## src/rtl/uart_pkg.sv

```systemverilog
// Shared types and constants for the uart transceiver.
// Build option: UART_RX_SYNC_EN selects a 2-flop rx synchronizer (default: single input register).
package uart_pkg;

    localparam int DATA_BITS      = 8;
    localparam int MIN_BIT_PERIOD = 4;

`ifdef UART_RX_SYNC_EN
    localparam int RX_SYNC_STAGES = 2;
`else
    localparam int RX_SYNC_STAGES = 1;
`endif

    typedef enum logic [1:0] {
        TX_IDLE  = 2'd0,
        TX_START = 2'd1,
        TX_DATA  = 2'd2,
        TX_STOP  = 2'd3
    } tx_state_t;

    typedef enum logic [1:0] {
        RX_IDLE  = 2'd0,
        RX_START = 2'd1,
        RX_DATA  = 2'd2,
        RX_STOP  = 2'd3
    } rx_state_t;

endpackage

```

## src/rtl/uart_rx.sv

```systemverilog
// 8N1 receiver: input synchronizer, falling-edge detect, mid-bit sampling FSM, data register.
// Build option: UART_RX_SYNC_EN selects 2 synchronizer flops instead of 1.
// Receive FSM state is held in state_q for observation.
module uart_rx
    import uart_pkg::*;
#(
    parameter int CFG_W = 16
) (
    input  logic             clk,
    input  logic             rstb,
    input  logic [CFG_W-1:0] bit_period,
    input  logic             rx,
    output logic             rx_valid,
    output logic [7:0]       rx_data
);

    localparam logic [CFG_W-1:0] ONE = CFG_W'(1);

    logic [RX_SYNC_STAGES-1:0] sync_q;
    logic                      rx_s;
    logic                      rx_prev;
    logic                      fall;

    rx_state_t                 state_q, state_n;
    logic [CFG_W-1:0]          cnt_q, cnt_n;
    logic [CFG_W-1:0]          period_q, period_n;
    logic [2:0]                idx_q, idx_n;
    logic [DATA_BITS-1:0]      sh_q, sh_n;
    logic                      valid_n;
    logic [7:0]                data_n;
    logic [CFG_W-1:0]          last_cnt;
    logic [CFG_W-1:0]          half_cnt;

    // Bring rx into the clock domain; flops reset to the idle (high) line level.
`ifdef UART_RX_SYNC_EN
    always_ff @(posedge clk or negedge rstb) begin
        if (!rstb) sync_q <= '1;
        else       sync_q <= {sync_q[0], rx};
    end
`else
    always_ff @(posedge clk or negedge rstb) begin
        if (!rstb) sync_q <= '1;
        else       sync_q <= rx;
    end
`endif

    assign rx_s = sync_q[RX_SYNC_STAGES-1];

    // Previous synchronized sample, so only a 1->0 transition starts a frame.
    always_ff @(posedge clk or negedge rstb) begin
        if (!rstb) rx_prev <= 1'b1;
        else       rx_prev <= rx_s;
    end

    assign fall     = rx_prev & ~rx_s;
    assign last_cnt = period_q - ONE;
    assign half_cnt = (period_q >> 1) - ONE;

    // Receive FSM and datapath registers.
    always_ff @(posedge clk or negedge rstb) begin
        if (!rstb) begin
            state_q  <= RX_IDLE;
            cnt_q    <= '0;
            period_q <= '0;
            idx_q    <= '0;
            sh_q     <= '0;
            rx_valid <= 1'b0;
            rx_data  <= '0;
        end else begin
            state_q  <= state_n;
            cnt_q    <= cnt_n;
            period_q <= period_n;
            idx_q    <= idx_n;
            sh_q     <= sh_n;
            rx_valid <= valid_n;
            rx_data  <= data_n;
        end
    end

    // Next-state: start-bit check at half period, then one sample per bit period.
    always_comb begin
        state_n  = state_q;
        cnt_n    = cnt_q + ONE;
        period_n = period_q;
        idx_n    = idx_q;
        sh_n     = sh_q;
        valid_n  = 1'b0;
        data_n   = rx_data;
        case (state_q)
            RX_IDLE: begin
                cnt_n = '0;
                if (fall) begin
                    state_n  = RX_START;
                    period_n = bit_period;
                end
            end
            RX_START: begin
                if (cnt_q == half_cnt) begin
                    cnt_n = '0;
                    idx_n = '0;
                    // A high line at mid start bit means the edge was a glitch.
                    state_n = rx_s ? RX_IDLE : RX_DATA;
                end
            end
            RX_DATA: begin
                if (cnt_q == last_cnt) begin
                    cnt_n = '0;
                    sh_n  = {rx_s, sh_q[DATA_BITS-1:1]};
                    if (idx_q == 3'd7) state_n = RX_STOP;
                    else               idx_n   = idx_q + 3'd1;
                end
            end
            RX_STOP: begin
                if (cnt_q == last_cnt) begin
                    cnt_n   = '0;
                    state_n = RX_IDLE;
                    // A low stop bit is a framing error: the byte is dropped.
                    if (rx_s) begin
                        valid_n = 1'b1;
                        data_n  = sh_q;
                    end
                end
            end
            default: state_n = RX_IDLE;
        endcase
    end

endmodule

```

## src/rtl/uart.sv

```systemverilog
// Full-duplex 8N1 UART: inline transmitter plus uart_rx receiver, runtime bit period.
// Build option: UART_RX_SYNC_EN (passed to uart_rx) adds a second rx synchronizer flop.
// Transmit FSM state is held in tx_state_q for observation.
module uart
    import uart_pkg::*;
#(
    parameter int CFG_W = 16
) (
    input  logic             clk,
    input  logic             rstb,
    input  logic [CFG_W-1:0] baudrate_cfg,
    input  logic             wr_en,
    input  logic [7:0]       wr_data,
    output logic             tx_busy,
    output logic             rx_valid,
    output logic [7:0]       rx_data,
    output logic             tx,
    input  logic             rx
);

    localparam logic [CFG_W-1:0] ONE   = CFG_W'(1);
    localparam logic [CFG_W-1:0] MIN_B = CFG_W'(MIN_BIT_PERIOD);

    logic [CFG_W-1:0]     bit_period;

    tx_state_t            tx_state_q, tx_state_n;
    logic [CFG_W-1:0]     tx_cnt_q, tx_cnt_n;
    logic [CFG_W-1:0]     tx_period_q, tx_period_n;
    logic [2:0]           tx_idx_q, tx_idx_n;
    logic [DATA_BITS-1:0] tx_sh_q, tx_sh_n;
    logic                 tx_n;
    logic                 tx_busy_n;
    logic [CFG_W-1:0]     tx_last;

    // Periods shorter than the minimum are raised to it.
    assign bit_period = (baudrate_cfg < MIN_B) ? MIN_B : baudrate_cfg;
    assign tx_last    = tx_period_q - ONE;

    // Transmit FSM and registered serial outputs.
    always_ff @(posedge clk or negedge rstb) begin
        if (!rstb) begin
            tx_state_q  <= TX_IDLE;
            tx_cnt_q    <= '0;
            tx_period_q <= '0;
            tx_idx_q    <= '0;
            tx_sh_q     <= '0;
            tx          <= 1'b1;
            tx_busy     <= 1'b0;
        end else begin
            tx_state_q  <= tx_state_n;
            tx_cnt_q    <= tx_cnt_n;
            tx_period_q <= tx_period_n;
            tx_idx_q    <= tx_idx_n;
            tx_sh_q     <= tx_sh_n;
            tx          <= tx_n;
            tx_busy     <= tx_busy_n;
        end
    end

    // Next-state: each bit is held for one latched bit period; data shifts out LSB first.
    always_comb begin
        tx_state_n  = tx_state_q;
        tx_cnt_n    = tx_cnt_q + ONE;
        tx_period_n = tx_period_q;
        tx_idx_n    = tx_idx_q;
        tx_sh_n     = tx_sh_q;
        tx_n        = tx;
        tx_busy_n   = tx_busy;
        case (tx_state_q)
            TX_IDLE: begin
                tx_cnt_n = '0;
                if (wr_en && !tx_busy) begin
                    tx_state_n  = TX_START;
                    tx_sh_n     = wr_data;
                    tx_period_n = bit_period;
                    tx_n        = 1'b0;
                    tx_busy_n   = 1'b1;
                end
            end
            TX_START: begin
                if (tx_cnt_q == tx_last) begin
                    tx_cnt_n   = '0;
                    tx_state_n = TX_DATA;
                    tx_idx_n   = '0;
                    tx_n       = tx_sh_q[0];
                    tx_sh_n    = tx_sh_q >> 1;
                end
            end
            TX_DATA: begin
                if (tx_cnt_q == tx_last) begin
                    tx_cnt_n = '0;
                    if (tx_idx_q == 3'd7) begin
                        tx_state_n = TX_STOP;
                        tx_n       = 1'b1;
                    end else begin
                        tx_idx_n = tx_idx_q + 3'd1;
                        tx_n     = tx_sh_q[0];
                        tx_sh_n  = tx_sh_q >> 1;
                    end
                end
            end
            TX_STOP: begin
                if (tx_cnt_q == tx_last) begin
                    tx_cnt_n   = '0;
                    tx_state_n = TX_IDLE;
                    tx_busy_n  = 1'b0;
                end
            end
            default: tx_state_n = TX_IDLE;
        endcase
    end

    uart_rx #(
        .CFG_W (CFG_W)
    ) u_rx (
        .clk        (clk),
        .rstb       (rstb),
        .bit_period (bit_period),
        .rx         (rx),
        .rx_valid   (rx_valid),
        .rx_data    (rx_data)
    );

endmodule

```

## config.mk

```make
export PLATFORM = sky130hd
export DESIGN_NAME = uart
export DESIGN_NICKNAME = d
export VERILOG_FILES = /design/src/rtl/uart_pkg.sv /design/src/rtl/uart_rx.sv /design/src/rtl/uart.sv
export SDC_FILE = /design/constraint.sdc
export NUM_CORES = 1
export LEC_CHECK = 0
export CORE_MARGIN = 2
export CORE_UTILIZATION = 50
export DETAILED_ROUTE_END_ITERATION = 7
export PLACE_DENSITY_LB_ADDON = 0.25
export SLEW_MARGIN = 15
export SYNTH_ARGS = -nofsm -noshare
export SYNTH_HDL_FRONTEND = slang
export SYNTH_SLANG_ARGS = --single-unit
```

## constraint.sdc

```tcl
create_clock -name clk -period 3.19 [get_ports clk]
set_input_delay 0.957 -clock clk [delete_from_list [all_inputs] [get_ports clk]]
set_output_delay 0.957 -clock clk [all_outputs]
set_load 0.005 [all_outputs]
```

==> results of run 1 <==
metrics by stage:
step | utilization [%] | worst slack (ns)
floorplan | - | 0.234
detailed placement | 56.1 | -0.0755
global placement | 56.1 | 0.0475
CTS | 58.7 | 0.000765
global route | 59.0 | -0.0329
finish | 59.0 | 0.131
worst max-delay path, stage by stage, from the launching register on:
cell	delay, ns
dfrtp_1	0.38
inv_1	0.09
ha_1	0.21
and2_1	0.16
or4b_2	0.64
a2111oi_4	0.36
o2111a_1	0.28
nand2_1	0.15
nor2_4	0.30
mux2_2	0.38
metal layers:
layer,GRT usage [%],part of all wire [%],vias up
met1,25.8,46,2252
li1,-,-,2286
met4,8.37,2.1,0
met2,34.5,49,66
met5,0,0,-
met3,5.40,2.9,21
path summary, 6_finish.rpt:
path / end / slack (ns) / startpoint / depth (start not counted)
worst max-delay path: u_rx.rx_data[1] / 0.13 / u_rx.period_q[1] / 9
worst min-delay path: u_rx.rx_prev / 0.40 / u_rx.rx_s / 0
worst max register to register: u_rx.rx_data[1] / 0.13 / u_rx.period_q[1] / 9
worst min register to register: u_rx.rx_prev / 0.40 / u_rx.rx_s / 0
max in group asynchronous: tx_state_q[1] / 1.74 / rstb / 2
min in group asynchronous: u_rx.cnt_q[2] / 0.62 / rstb / 1
power by group through the flow:
stage	Combinational, µW	Sequential [µW]	Clock [µW]
floorplan	2170	1920	0
global placement	2550	2090	0
detailed placement	2650	2100	0
CTS	2670	2080	1160
global route	3020	2150	1210
finish	2720	2100	1130
layout make-up:
cell class | instances | area share, %
Clock inverter | 5 | 0.922
Clock buffer | 10 | 3.39
Timing Repair Buffer | 61 | 7.80
Sequential cell | 103 | 36.6
Inverter | 24 | 1.28
Multi-Input combinational cell | 483 | 47.4
Tap cell | 147 | 2.61
registers in the layout, summed over array words and instances, names as in the netlist, named ones only:
register	count
u_rx.rx_valid	1
u_rx.rx_data	8
u_rx.idx_q	3
u_rx.cnt_q	16
tx_cnt_q	16
tx	1
u_rx.state_q	1
tx_busy	1
tx_sh_q	8
tx_state_q	2
u_rx.rx_prev	1
u_rx.period_q	16
tx_idx_q	3
tx_period_q	16
u_rx.sh_q	8
u_rx.rx_s	1
cells by family (layout without fill, tap and decap cells):
group                    Yosys count  count (layout)  synth area share, %
buffers and inverters             56             100                 3.64
AO/OA/AOI/OAI                     70              70                 7.51
XOR/XNOR                          86              86                 12.3
multiplexers                      51              51                 9.78
flip-flops                       103             103                 42.2
adder cells (fa/ha/maj)           15              15                 3.03
AND/OR/NAND/NOR                  261             261                 21.5
layout by cell type, fill, tap and decap left out, drive strengths merged, types with 4 or more instances in the layout:
master / instances
xnor2: 45
nand3b: 5
buf: 24
nor2b: 7
o21ai: 22
nand4: 12
xor2: 41
dfrtp: 100
nor4: 16
nand3: 24
nand2: 77
mux2: 46
nor3b: 5
ha: 14
a31oi: 5
nor3: 9
o211ai: 4
or2: 5
clkdlybuf4s50: 37
a21oi: 12
nand2b: 6
inv: 26
or3: 7
mux2i: 5
and3: 12
clkbuf: 10
nor2: 64
timing repair:
action                     in CTS  in global routing
setup endpoints to repair      18                 44
pin swaps                       0                  1
gates resized for setup         1                  7
==> impl_metrics.py, run 1 <==
metrics = {
    "sta": {
        "finalHoldViolCount": 0,
        "finalSetupTns_ns": 0,
        "fmax_mhz": 327,
        "period_minus_slack_ns": 3.06,
        "worst_pin_slew_ns": 0.690,
        "skew_ns": 0.00494,
        "slew_headroom_pct": 54.0,
        "finalSetupViolations": 0,
        "slew_violations": 0,
        "fin_hold_ws_ns": 0.400,
        "period_share_pct": 95.9,
    },
    "layout": {
        "fin_nets": 724,
        "drive_gt1_share_pct": 14.9,
        "stdcell_count": 833,
        "post-route-cell-area_um2": 7060,
        "regArea_um2": 2580,
        "syn2layout_area_growth_pct": 15.5,
        "fill_cells": 1016,
        "antenna_cells": 0,
        "multi_input_area_um2": 3350,
    },
    "yosys": {
        "synth_top_area_share_pct": 40.9,
        "synthTopCellsByCount": "dfrtp_1, nand2_1, nor2_1, xnor2_1, xor2_1",
        "ys_top_cells_by_area": "dfrtp_1, mux2_2, xnor2_1",
        "yosysSeqAreaShare_pct": 42.2,
        "avgSynthCellArea_um2": 9.52,
        "netlist_area_um2": 6110,
        "yosys_register_bits": 103,
        "yosys_warnings": 0,
        "yosysMostFrequentCell": "dfrtp_1",
        "yosys_most_used_dff": "dfrtp_1",
        "postSynthCellCount": 642,
        "yosys.area.top_type": "dfrtp_1",
        "ys_async_sr_fraction_pct": 100,
        "ys_types": 56,
        "synth_nets": 684,
        "synth-edff-count": 0,
    },
    "die": {
        "dieArea_um2": 13100,
        "start_util_pct": 51.1,
        "fp.dieH_um": 115,
        "fp.dieW_um": 115,
        "rows": 40,
        "pin_count": 39,
        "coreArea_um2": 12000,
    },
    "routing": {
        "drt_iter0_drc": 232,
        "ant_nets": 0,
        "wl_per_cell_um": 15.3,
        "routed_wl_um": 12800,
        "via_count": 4625,
        "viasPerCell": 5.55,
        "drc": 0,
        "drt-pass1-iter-count": 4,
    },
    "power_and_ir_drop": {
        "cellPowerDensity_nw_per_um2": 842,
        "pwr-share-seq_pct": 35.3,
        "pwr-share-clk_pct": 19.0,
        "total_power_uw": 5950,
        "ir_worst_vdd_mv": 0.585,
        "p_leak_uw": 0.00316,
        "p_sw_uw": 2320,
        "comb_power_share_pct": 45.7,
        "intPower_uw": 3630,
        "swShare_pct": 39.0,
    },
    "clocking": {
        "cts_hold_buf": 0,
        "cts.sink_count": 103,
        "cts_tree": "built",
        "cts_inserted_buffers": 9,
        "htreeDepth": 3,
        "worstSkewPairLatency_ns": 0.35,
        "cts.path.max_buffers": 2,
        "clock-root-buffer": "clkbuf_16",
        "clk_pin_slew_ns": 0.07,
        "cts_setup_buffers": 0,
    },
    "worst_hold_path": {
        "hold_path_class": "reg -> reg",
    },
    "run": {
        "maxCapViolations": 0,
    },
    "placement": {
        "gp_congestion": 0.957,
        "dp_cells": 818,
        "dpl_cell_area_um2": 6720,
        "io_buffer_count": 38,
        "dp_hpwl_um": 9350,
    },
    "setup_path": {
        "critPathMaxFanout": 9,
        "arrival_ns": 3.29,
        "crit_required_ns": 3.42,
        "end_kind": "register",
        "crit_type": "reg -> reg",
        "cp-start-kind": "register",
    },
    "global_route": {
        "grt.total_usage_pct": 20.8,
        "grt_pass1_wl_um": 21600,
        "grt.overflow.total": 0,
        "grt_max_degree": 57,
        "grt_pass1_vias": 4695,
        "antenna_found_initial": 0,
    },
    "status": {
        "status": "finished clean",
    },
}
Power figures use the tool's default switching activity.
==> inputs of run 2 (changes only) <==
CORE_UTILIZATION = 25   (was 50)
==> impl_metrics.py, run 2 (synthesis results as in run 1) <==
metrics = {
    "status": {
        "status": "finished clean",
    },
    "sta": {
        "finalSetupViolations": 0,
        "period_minus_slack_ns": 3.00,
        "rsz0062_at_grt": "no",
        "finalSetupTns_ns": 0,
        "period_share_pct": 94.1,
        "worst_pin_slew_ns": 0.652,
        "slew_headroom_pct": 56.4,
        "finalHoldViolCount": 0,
        "worst_slack_ns": 0.187,
        "fmax_mhz": 333,
        "slew_violations": 0,
        "skew_ns": 0.00945,
    },
    "layout": {
        "fin_nets": 736,
        "final_common_cell": "dfrtp_1",
        "multi_input_area_um2": 3360,
        "antenna_cells": 0,
        "fill_cells": 2538,
        "syn2layout_area_growth_pct": 21.0,
        "final_cell_mix": "dfrtp_1, nand2_1, nor2_1, xnor2_1, xor2_1",
        "regArea_um2": 2580,
        "drive_gt1_share_pct": 16.9,
    },
    "global_route": {
        "grt.total_usage_pct": 11.7,
        "grt_pass1_wl_um": 24100,
        "grt_pass1_vias": 4704,
        "grt.overflow.total": 0,
        "grt_max_degree": 55,
        "antenna_found_initial": 0,
    },
    "clocking": {
        "worstSkewPairLatency_ns": 0.35,
        "cts_tree": "built",
        "clk_pin_slew_ns": 0.07,
        "clock-root-buffer": "clkbuf_16",
        "cts.sink_count": 103,
        "cts.path.max_buffers": 2,
        "htreeDepth": 3,
        "cts_setup_buffers": 0,
        "cts_inserted_buffers": 9,
    },
    "setup_path": {
        "crit_required_ns": 3.42,
        "arrival_ns": 3.24,
        "crit_type": "reg -> reg",
        "rrSetupSlack_ns": 0.19,
        "critPathMaxFanout": 8,
        "cp-start-kind": "register",
        "end_kind": "register",
    },
    "routing": {
        "drc": 0,
        "via_count": 4591,
        "routed_wl_um": 14400,
        "wl_per_cell_um": 14.0,
        "drt-pass1-iter-count": 4,
        "drt_iter0_drc": 244,
        "ant_nets": 0,
        "viasPerCell": 4.49,
    },
    "die": {
        "pin_count": 39,
        "coreArea_um2": 24200,
        "fp.dieH_um": 160,
        "fp.dieW_um": 160,
        "start_util_pct": 25.3,
        "rows": 57,
        "dieArea_um2": 25700,
    },
    "placement": {
        "io_buffer_count": 38,
        "gp_congestion": 0.770,
        "dp_hpwl_um": 10800,
        "pre_cts_slack_ns": 0.0536,
    },
    "power_and_ir_drop": {
        "ir_worst_vdd_mv": 0.287,
        "pwr-share-clk_pct": 19.1,
        "cellPowerDensity_nw_per_um2": 820,
        "p_leak_uw": 0.00324,
        "pwr-share-seq_pct": 34.1,
        "intPower_uw": 3700,
        "swShare_pct": 39.0,
        "comb_power_share_pct": 46.8,
        "p_sw_uw": 2360,
    },
    "worst_hold_path": {
        "hold_path_class": "reg -> reg",
    },
    "run": {
        "maxCapViolations": 0,
    },
}
run 2: changes by cell type in the layout (fill, tap and decap cells not counted), sizes merged:
cell,change
clkinv,+2
inv,+1
buf,+12
clkinvlp,-2
run 2: timing repair:
action | 4_1_cts | 5_1_grt
hold buffers | 0 | 0
endpoints found under the setup margin | 0 | 42
resized for setup | 0 | 12
run 2: power groups by stage:
stage	registers (µW)	logic, µW	clock network, µW
4_1_cts	2060	2810	1210
5_1_grt	2140	3170	1260
3_5_place_dp	2080	2800	0
6_report	2070	2840	1160
2_1_floorplan	1920	2170	0
3_3_place_gp	2090	2780	0
run 2: final cells by class:
class | instances | area share [%]
Timing Repair Buffer | 73 | 8.83
Clock inverter | 6 | 0.896
Clock buffer | 10 | 3.23
Inverter | 24 | 1.22
Multi-Input combinational cell | 483 | 45.5
Sequential cell | 103 | 34.9
Tap cell | 324 | 5.48
run 2: worst paths after layout:
kind | start | to | cells past startpoint
worst max-delay path | tx_period_q[5] | tx_sh_q[7] | 8
max in group asynchronous | rstb | u_rx.rx_prev | 2
worst min register to register | u_rx.rx_s | u_rx.rx_prev | 0
min in group asynchronous | rstb | u_rx.cnt_q[2] | 1
worst min-delay path | u_rx.rx_s | u_rx.rx_prev | 0
worst max register to register | tx_period_q[5] | tx_sh_q[7] | 8
run 2: critical path, cell delays in order, from the launching register on:
cell and delay [ns]:
dfrtp_1 0.38, or4_1 0.65, or4_1 0.56, a21oi_1 0.22, o32ai_2 0.14, nor4_4 0.17, nand2b_1 0.10, a21bo_2 0.33
mux2_4 0.33
run 2: metrics by stage:
step	utilization, %	hold WS [ns]	cells	area, µm²	total power, µW
global route	30.6	0.415	1023	7400	6570
finish	30.6	0.409	1023	7400	6060
global placement	29.1	0.391	1007	7040	4880
floorplan	-	0.373	642	6110	4090
CTS	30.4	0.410	1023	7340	6090
detailed placement	29.1	0.396	1007	7040	4890
run 2: metal layers:
metal	GRT usage [%]	routed length, µm	vias to the layer above
li1	-	-	2320
met1	15.3	6850	2224
met2	19.9	7080	38
met3	2.35	317	9
met4	2.46	120	0
met5	0	0	-
